===== src/rtl/fsk_pkg.sv =====
// Shared constants and helpers for the FSK bit slicer.
// Decision-mode codes, default window bounds, window test.
package fsk_pkg;

  localparam int FSK_MODE_VOTE = 0;
  localparam int FSK_MODE_MAJ  = 1;

  localparam int FSK_LO_TH_DEF = 100;
  localparam int FSK_HI_TH_DEF = 200;

  function automatic logic in_window(
    input int unsigned sample,
    input int unsigned lo,
    input int unsigned hi
  );
    return (sample >= lo) && (sample <= hi);
  endfunction

endpackage


===== src/rtl/fsk_demod_param_ticker.sv =====
// Sample/symbol phase counters for the FSK slicer.
// Ticks are enables for the accumulator, never clocks.
module fsk_sample_ticker #(
  parameter int SYM_LEN  = 256,
  parameter int SAMP_DIV = 64
) (
  input  logic i_clk,
  input  logic i_rst,
  input  logic i_en,
  input  logic i_sync,
  output logic o_samp_tick,
  output logic o_sym_end
);

  localparam int DW = (SAMP_DIV > 1) ? $clog2(SAMP_DIV) : 1;
  localparam int SW = (SYM_LEN > 1) ? $clog2(SYM_LEN) : 1;
  localparam logic [DW-1:0] DIV_LAST = DW'(SAMP_DIV - 1);
  localparam logic [SW-1:0] SYM_LAST = SW'(SYM_LEN - 1);

  logic [DW-1:0] r_div_cnt;
  logic [SW-1:0] r_sym_cnt;
  logic          w_div_last;
  logic          w_sym_last;
  logic          w_run;

  assign w_div_last  = (r_div_cnt == DIV_LAST);
  assign w_sym_last  = (r_sym_cnt == SYM_LAST);
  assign w_run       = i_en && !i_sync;
  assign o_samp_tick = w_run && w_div_last;
  assign o_sym_end   = w_run && w_sym_last;

  always_ff @(posedge i_clk) begin
    if (i_rst || i_sync) begin
      r_div_cnt <= '0;
      r_sym_cnt <= '0;
    end else if (i_en) begin
      r_div_cnt <= w_div_last ? '0 : r_div_cnt + 1'b1;
      r_sym_cnt <= w_sym_last ? '0 : r_sym_cnt + 1'b1;
    end
  end

endmodule


===== src/rtl/fsk_demod_param.sv =====
// FSK bit slicer: counts in-window samples per symbol and
// decides one bit per symbol with a valid strobe.
module fsk_demod_param
  import fsk_pkg::*;
#(
  parameter  int DATA_W   = 8,
  parameter  int SYM_LEN  = 256,
  parameter  int SAMP_DIV = 64,
  parameter  int LO_TH    = FSK_LO_TH_DEF,
  parameter  int HI_TH    = FSK_HI_TH_DEF,
  parameter  int VOTE_MIN = 1,
  parameter  int MODE     = FSK_MODE_VOTE,
  localparam int NSAMP    = SYM_LEN / SAMP_DIV,
  localparam int HIT_W    = $clog2(NSAMP + 1)
) (
  input  logic              clk,
  input  logic              rst,
  input  logic              en,
  input  logic              sym_sync,
  input  logic [DATA_W-1:0] cin,
  output logic              cout,
  output logic              bit_valid,
  output logic [HIT_W-1:0]  hit_cnt
);

  if (SYM_LEN % SAMP_DIV != 0) begin : g_bad_div
    $error("SYM_LEN must be a multiple of SAMP_DIV");
  end
  if (LO_TH > HI_TH) begin : g_bad_win
    $error("LO_TH must not exceed HI_TH");
  end
  if (HI_TH >= 2 ** DATA_W) begin : g_bad_hi
    $error("HI_TH must fit in DATA_W bits");
  end

  logic             w_samp_tick;
  logic             w_sym_end;
  logic             w_hit;
  logic [HIT_W-1:0] w_total;
  logic             w_dec;

  logic             r_cout;
  logic             r_bit_valid;
  logic [HIT_W-1:0] r_hit_cnt;
  logic [HIT_W-1:0] r_hits;

  fsk_sample_ticker #(
    .SYM_LEN  (SYM_LEN),
    .SAMP_DIV (SAMP_DIV)
  ) u_ticker (
    .i_clk       (clk),
    .i_rst       (rst),
    .i_en        (en),
    .i_sync      (sym_sync),
    .o_samp_tick (w_samp_tick),
    .o_sym_end   (w_sym_end)
  );

  assign w_hit = w_samp_tick &&
    in_window(32'(cin), LO_TH, HI_TH);

  // last tick of a symbol lands on symbol end, so fold it in
  assign w_total = r_hits + HIT_W'(w_hit);

  always_comb begin
    w_dec = 1'b0;
    if (MODE == FSK_MODE_MAJ) begin
      w_dec = (2 * 32'(w_total)) > NSAMP;
    end else begin
      w_dec = 32'(w_total) >= VOTE_MIN;
    end
  end

  always_ff @(posedge clk) begin
    if (rst) begin
      r_cout      <= 1'b0;
      r_bit_valid <= 1'b0;
      r_hit_cnt   <= '0;
      r_hits      <= '0;
    end else if (sym_sync) begin
      r_bit_valid <= 1'b0;
      r_hits      <= '0;
    end else if (w_sym_end) begin
      r_cout      <= w_dec;
      r_hit_cnt   <= w_total;
      r_bit_valid <= 1'b1;
      r_hits      <= '0;
    end else begin
      r_bit_valid <= 1'b0;
      if (w_samp_tick) begin
        r_hits <= w_total;
      end
    end
  end

  assign cout      = r_cout;
  assign bit_valid = r_bit_valid;
  assign hit_cnt   = r_hit_cnt;

endmodule


===== config.mk =====
export PLATFORM = sky130hd
export DESIGN_NAME = fsk_demod_param
export DESIGN_NICKNAME = d
export VERILOG_FILES = /design/src/rtl/fsk_pkg.sv /design/src/rtl/fsk_demod_param_ticker.sv /design/src/rtl/fsk_demod_param.sv
export SDC_FILE = /design/constraint.sdc
export NUM_CORES = 1
export LEC_CHECK = 0
export CORE_ASPECT_RATIO = 1.5
export CORE_MARGIN = 2
export CORE_UTILIZATION = 35
export CTS_CLUSTER_DIAMETER = 100
export DETAILED_ROUTE_END_ITERATION = 6
export SLEW_MARGIN = 20
export SYNTH_ARGS = -nofsm -noshare
export SYNTH_HDL_FRONTEND = slang
export SYNTH_SLANG_ARGS = --single-unit

===== constraint.sdc =====
create_clock -name clk -period 2.35 [get_ports clk]
set_input_delay 0.47 -clock clk [delete_from_list [all_inputs] [get_ports clk]]
set_output_delay 0.47 -clock clk [all_outputs]
set_load 0.03 [all_outputs]

## Word level (Yosys, flattened, before mapping)

Cells that the tools add are included.

- Flip-flop bits (word level): 22
- Word-level logic and storage cells: 28
- Input bits: 12
- Output and inout port bits: 5

- Add/sub/neg operators: 3
- Reductions and logical operators: 10
- Bitwise logic cells: 1
- Magnitude comparators: 3
- Mux-type cells: 3
- Equality and inequality tests: 2

Operators with widths:

| cell | count |
|---|---|
| $add A8 B1 Y8 const B | 1 |
| $eq A8 B8 Y1 const B | 1 |
| $ge A8 B7 Y1 const B | 1 |
| $le A8 B8 Y1 const B | 1 |
| $mux W8 | 1 |
| $add A6 B1 Y6 const B | 1 |
| $eq A6 B6 Y1 const B | 1 |
| $mux W6 | 1 |
| $logic_and A1 B1 Y1 | 5 |
| $add A3 B1 Y3 | 1 |
| $ge A3 B1 Y1 const B | 1 |
| $reduce_or A3 Y1 | 1 |
| $reduce_and A2 Y1 | 1 |
| $reduce_or A2 Y1 | 1 |
| $logic_not A1 Y1 | 1 |
| $logic_or A1 B1 Y1 | 1 |
| $mux W1 | 1 |
| $not A1 Y1 | 1 |

## Logic depth before layout (Yosys ltp)

Gate-level depths: netlist of run 1.

- Depth in word-level cells: 6
- Depth in mapped cells: 8

## Cells and area by module

Synthesis of run 1 repeated with hierarchy kept, for this count alone.

- Cell total of the unflattened synthesis: 111
- Area total of the unflattened synthesis: 1,026.0 um^2

By module, submodules not included:

| module | area each (um^2) | times used | cells an instance |
|---|---|---|---|
| fsk_sample_ticker | 631.9 | 1 | 72 |
| fsk_demod_param | 394.1 | 1 | 39 |

## Worst setup path before layout of run 1

Ideal clock, no wire load.

- Kind: input -> register
- Start: in cin[2]
- End: reg r_hits[2]
- Required time: 2.280 ns
- Stages: 8
- Setup time: 0.070 ns
- Slack: 0.388 ns
- Arrival: 1.892 ns
- Cell sequence: o31ai_1 > nand3_1 > a311oi_1 > ha_1 > ha_1 > nand4b_1 > or3_1 > a21oi_1

- Word-level cells in the longest chain between the ends: 4

Ends and longest elaborated chain:

| element | RTL line | RTL |
|---|---|---|
| from (decl) | fsk_demod_param.sv:20 | `input logic [DATA_W-1:0] cin,` |
| $ge A8 B7 Y1 or $le A8 B8 Y1 (tied branches) | fsk_pkg.sv:16 | `return (sample >= lo) && (sample <= hi);` |
| $logic_and A1 B1 Y1 (*) | fsk_pkg.sv:16 |  |
| $logic_and A1 B1 Y1 (*) | fsk_demod_param.sv:59 | `assign w_hit = w_samp_tick &&` |
| $add A3 B1 Y3 (*) | fsk_demod_param.sv:63 | `assign w_total = r_hits + HIT_W'(w_hit);` |
| to (signal assigned) | fsk_demod_param.sv:91 | `r_hits <= w_total;` |
| to (decl) | fsk_demod_param.sv:45 | `logic [HIT_W-1:0] r_hits;` |

Every way passes the cells marked *; elsewhere a longest branch is shown, timed or not.
A chain may end at the register's enable or synchronous reset.

## Final worst setup path of run 1

Same ends and word-level chain as after synthesis.

==> flow_metrics.tcl, run 1 <==
set metrics [dict create \
    cp.required_ns 2.54 \
    ys_types 31 \
    min_period_ns 2.27 \
    critPathKind "in2reg" \
    grt_start_max_net_pins 17 \
    timing.max_slew.rel_slack 0.732 \
    detailedPlace.worstSlack_ns -0.195 \
    synth_seq_cells 22 \
    seqPwrFrac 0.546 \
    hold_violations 0 \
    synth_edf_count 0 \
    switching_power_w 0.000139 \
    antenna_found_initial 0 \
    pwr-share-clk 0.383 \
    worstPathCellList "clkdlybuf4s50_1 -> o31ai_2 -> nand3_1 -> a311oi_2 -> ha_2 -> ha_2 -> nand4b_1 -> or3_1 -> a21oi_1" \
    cts_hold_buf 0 \
    start_util 0.371 \
    port-buffer-count 16 \
    critPathSlowestCell "clkdlybuf4s50_1" \
    syn_area_sq_mm 0.00108 \
    firstDrtPassIters 4 \
    setup_viol 0 \
    num_vias 939 \
    num-fill-cells 297 \
    core_region_area_sq_mm 0.00291 \
    finClkSkew_ns 0.00555 \
    yosys_warnings 0 \
    ir_drop_uv 325 \
    drt_iter0_drc 28 \
    die_h_um 72.1 \
    critPathMaxFanout 2 \
    syn_nets 136 \
    hpwl_mm 1.76 \
    cts_made_buffers 3 \
    grt_pass1_vias 919 \
    avgSynthCellArea_sq_um 9.01 \
    area_delta_synth_final_pct 27.5 \
    fp-row-count 24 \
    max-cap-violations 0 \
    p_leak_nw 0.469 \
    num_antenna_cells 0 \
    grt_pass1_wl_mm 3.95 \
    synthArstFlopShare 0 \
    cts.clk_slew.worst_paths_ns 0.08 \
    htreeDepth 1 \
    min_path_type "reg2reg" \
    cts_tree "built" \
    drive_gt1_frac 0.134 \
    grt_use_total 0.135 \
    period_share 0.967 \
    drv_slew 0 \
    io_pins 17 \
    finalWirelength_mm 2.28 \
    cts-root-buf "clkbuf_8" \
    clock_latency_ns 0.25 \
    cts_max_path_buffers 2 \
    fin_ws_ns 0.0776 \
    fmax_mhz 440 \
    max_stage_delay_ns 0.43 \
    drc 0 \
    critPathLaunchType "input port" \
    power.density_mw_per_mm2 501 \
    post_cts_buffers 0 \
    grt-ovfl-total 0 \
    place.gp.congestion 0.712 \
    cp_data_arrival_time_ns 2.46 \
    p_sw_frac 0.201 \
    die_area_sq_mm 0.00356 \
    wire_per_inst_um 12.6 \
    synth_flop_cell "dfxtp_1" \
    ant_nets 0 \
    ys_seq_area_frac 0.407 \
    netlist_instances 120 \
    layout.nets 159 \
    critPathCaptureType "register" \
    p_comb_frac 0.071 \
    status "finished clean" \
    die_w_um 49.4 \
    clock-sinks 22 \
    power.total_w 0.000691 \
    worstMarginPinSlew_ns 0.401 \
    vias_per_cell 5.19 \
    internal_power_w 0.000551 \
    path_common_cell "ha_2" \
]
-- worst max-delay path, delay by kind of cell --
family                     cells  cell delay, ns
AOI/OAI and AO/OA              3            0.64
and+or+nand+nor                3            0.53
buffers and inverters          1            0.43
adders and majority gates      2            0.38
-- metal layers --
layer	routed length (um)	GRT usage	share of wire	vias to the layer above
met5	0	0	0	-
met1	971	0.161	0.43	437
met2	1190	0.251	0.52	21
met4	35	0.0432	0.015	0
li1	-	-	-	477
met3	86	0.0165	0.038	4
-- metrics by stage --
stage	area, sq um	utilization	TNS, ns	std cells	hold slack, ns
6_report	1380	0.473	0	181	0.462
4_1_cts	1360	0.468	0	181	0.463
2_1_floorplan	1080	-	0	120	0.458
3_5_place_dp	1310	0.449	-0.331	177	0.445
3_3_place_gp	1310	0.449	-0.206	177	0.443
5_1_grt	1380	0.473	-0.0585	181	0.481
-- final timing paths --
check | from | endpoint | slack, ns | cells after the start
worst max-delay path | cin[2] | r_hits[2] | 0.08 | 9
worst min-delay path | hit_cnt[2] | hit_cnt[2] | 0.46 | 2
worst max register to register | u_ticker.r_div_cnt[0] | r_hits[2] | 0.33 | 8
worst min register to register | hit_cnt[2] | hit_cnt[2] | 0.46 | 2
-- cells in the final DEF, fill, tap and decap left out, drive strengths merged, types with 3 or more instances in the layout --
| cell type | count |
|---|---|
| dfxtp | 22 |
| clkdlybuf4s50 | 16 |
| nand2 | 13 |
| a21oi | 9 |
| nor2 | 8 |
| nand3 | 7 |
| o21ai | 7 |
| nand4 | 7 |
| or3 | 6 |
| xor2 | 5 |
| mux2i | 5 |
| buf | 5 |
| clkbuf | 4 |
| ha | 4 |
| nand4b | 3 |
| nand2b | 3 |
-- sequential cells by signal (all words and copies together), names as in the netlist --
| register | count |
|---|---|
| hit_cnt | 3 |
| r_hits | 3 |
| u_ticker.r_div_cnt | 6 |
| bit_valid | 1 |
| cout | 1 |
| u_ticker.r_sym_cnt | 8 |
-- timing repair --
action	CTS	global route
gates resized for setup	0	4
setup endpoints to repair	0	1
endpoints found under the hold margin	0	0
-- power groups by stage --
stage | clock [W] | sequential (W) | combinational, W
after floorplan | 0 | 0.000385 | 0.0000224
after global placement | 0 | 0.000385 | 0.0000467
after detailed placement | 0 | 0.000386 | 0.0000479
after CTS | 0.000273 | 0.000377 | 0.0000481
after global routing | 0.000296 | 0.000377 | 0.0000542
final | 0.000264 | 0.000377 | 0.0000493
-- layout make-up --
class                      instances  area, sq um  area share
clock buffer                       4         55.1      0.0399
inverter                           2         7.51     0.00544
multi-input combinational         93          629       0.456
sequential                        22          440       0.319
tap                               39         48.8      0.0354
timing repair buffer              21          198       0.143
-- synth_stat cells (2+ instances only) --
master	n	area [sq um]
or2_2	2	12.5
inv_1	2	7.51
mux2i_1	5	50.1
or3_1	6	37.5
xnor2_1	2	17.5
o211ai_1	2	15.0
ha_1	4	50.1
nand4_1	6	37.5
o31ai_1	2	15.0
a21oi_1	8	40.0
nor2_1	8	30.0
nand4b_1	3	26.3
o21ai_0	7	35.0
nand2b_1	3	18.8
dfxtp_1	22	440
nand2_1	13	48.8
nand3_1	7	35.0
xor2_1	5	43.8
-- logic make-up after synthesis --
logic type               Yosys count  share of synthesized area
multiplexers                       5                     0.0463
AO/OA/AOI/OAI                     23                      0.130
buffers and inverters              5                     0.0255
adder cells (fa/ha/maj)            4                     0.0463
XOR/XNOR                           7                     0.0567
AND/OR/NAND/NOR                   54                      0.288
flip-flops                        22                      0.407
No activity file was read; power rests on OpenSTA's default activity.
==> run 2, diff against run 1 <==
clock period = 2.3 ns   (was 2.35 ns; I/O delays follow)
==> run 2 against run 1 <==
Critical path depth stayed put. Combinational power is 2% higher. Clock power is 2% higher. Core utilization stayed put.
==> flow_metrics.tcl, run 2 (synthesized netlist as in run 1, its figures left out) <==
set metrics [dict create \
    status "finished clean" \
    drc 0 \
    critPathCaptureType "register" \
    cts_tree "built" \
    critPathKind "in2reg" \
    start_util 0.371 \
    setup_viol 0 \
    min_path_type "reg2reg" \
    post_cts_buffers 0 \
    layout_common_cells "22 x dfxtp_1, 16 x clkdlybuf4s50_1, 13 x nand2_1" \
    p_leak_nw 0.469 \
    clock-sinks 22 \
    antenna_found_initial 0 \
    io_pins 17 \
    htreeDepth 1 \
    cts_hold_buf 0 \
    grt_start_max_net_pins 17 \
    cp.required_ns 2.49 \
    period_share 0.974 \
    cts_max_path_buffers 2 \
    power.density_mw_per_mm2 512 \
    drive_gt1_frac 0.134 \
    firstDrtPassIters 4 \
    layout.nets 159 \
    port-buffer-count 16 \
    ant_nets 0 \
    max-cap-violations 0 \
    drv_slew 0 \
    grt_pass1_wl_mm 3.95 \
    worstPathCellList "clkdlybuf4s50_1 -> o31ai_2 -> nand3_1 -> a311oi_2 -> ha_2 -> ha_2 -> nand4b_1 -> or3_1 -> a21oi_1" \
    design_area_sq_mm 0.00138 \
    ir_drop_uv 331 \
    place.gp.congestion 0.712 \
    path_common_cell "ha_2" \
    multiInputGateArea_sq_um 629 \
    die_h_um 72.1 \
    final_core_utilization 0.473 \
    cts_made_buffers 3 \
    crit_family "compound AO/OA/AOI/OAI gates" \
    grt-ovfl-total 0 \
    num_antenna_cells 0 \
    area_delta_synth_final_pct 27.5 \
    cts_resized 0 \
    wire_per_inst_um 12.6 \
    num-fill-cells 297 \
    fmax_mhz 447 \
    hpwl_mm 1.76 \
    num_vias 943 \
    core_region_area_sq_mm 0.00291 \
    min_period_ns 2.24 \
    die_area_sq_mm 0.00356 \
    critPathSlowestCell "clkdlybuf4s50_1" \
    layout_commonest_cell "dfxtp_1" \
    critPathBufInv 1 \
    critPathMaxFanout 2 \
    post_dp_cell_area_sq_mm 0.00131 \
    cts-root-buf "clkbuf_8" \
    timing.max_slew.rel_slack 0.736 \
    vias_per_cell 5.21 \
    largest_reg_flops 8 \
    finClkSkew_ns 0.00470 \
    worstMarginPinSlew_ns 0.395 \
    cts.clk_slew.worst_paths_ns 0.08 \
    die_w_um 49.4 \
    grt_pass1_vias 919 \
    drt_iter0_drc 26 \
    hold_violations 0 \
    max_stage_delay_ns 0.43 \
    finalWirelength_mm 2.28 \
    grt_use_total 0.135 \
    reg_top3 "u_ticker.r_sym_cnt x8, u_ticker.r_div_cnt x6" \
    critPathLaunchType "input port" \
    cp_data_arrival_time_ns 2.43 \
    top_register "u_ticker.r_sym_cnt" \
    fp-row-count 24 \
    ff_latch_area_sq_um 440 \
    clock_latency_ns 0.25 \
]
==> run 2: cell counts in the layout (fill, tap and decap cells not counted) <==
No cell type changed its count.
==> run 2: metal layers <==
| metal | up-vias | global-route usage | part of all wire |
|---|---|---|---|
| met5 | - | 0 | 0 |
| met4 | 0 | 0.0432 | 0.015 |
| met3 | 4 | 0.0165 | 0.041 |
| met2 | 23 | 0.251 | 0.53 |
| met1 | 438 | 0.161 | 0.41 |
| li1 | 478 | - | - |
==> run 2: path summary, 6_finish.rpt <==
path,slack (ns),startpoint,depth (start not counted),to
min reg2reg,0.46,hit_cnt[2],2,hit_cnt[2]
max,0.06,cin[2],9,r_hits[2]
min,0.46,hit_cnt[2],2,hit_cnt[2]
max reg2reg,0.30,u_ticker.r_div_cnt[0],8,r_hits[2]
==> run 2: layout make-up <==
class	count	share of cell area
inverters	2	0.00544
flip-flops and latches	22	0.319
repair buffers	21	0.143
clock buffers	4	0.0399
well taps	39	0.0354
multi-input cells	93	0.456
==> run 2: worst register-to-register path, stage by stage, from the launching register on <==
cell and delay (ns):
dfxtp_1 0.38, ha_1 0.25, nand3_1 0.15, a311oi_2 0.22, ha_2 0.20, ha_2 0.18, nand4b_1 0.10, or3_1 0.31
a21oi_1 0.13
==> run 2: through the flow <==
stage	hold WS (ns)	setup WS, ns	instances	total power, W	TNS, ns
after CTS	0.463	0.0525	181	0.000713	0
after global placement	0.443	-0.166	177	0.000441	-0.344
after floorplan	0.458	0.348	120	0.000416	0
after global routing	0.481	-0.0662	181	0.000743	-0.0662
final	0.461	0.0609	181	0.000705	0
after detailed placement	0.445	-0.235	177	0.000443	-0.515
==> run 2: where the power goes <==
| group | switching, W | internal (W) | leakage [nW] | total, W |
|---|---|---|---|---|
| logic | 0.0000219 | 0.0000286 | 0.263 | 0.0000505 |
| clock network | 0.000118 | 0.000152 | 0.0288 | 0.000270 |
| registers | 0.00000239 | 0.000383 | 0.177 | 0.000385 |
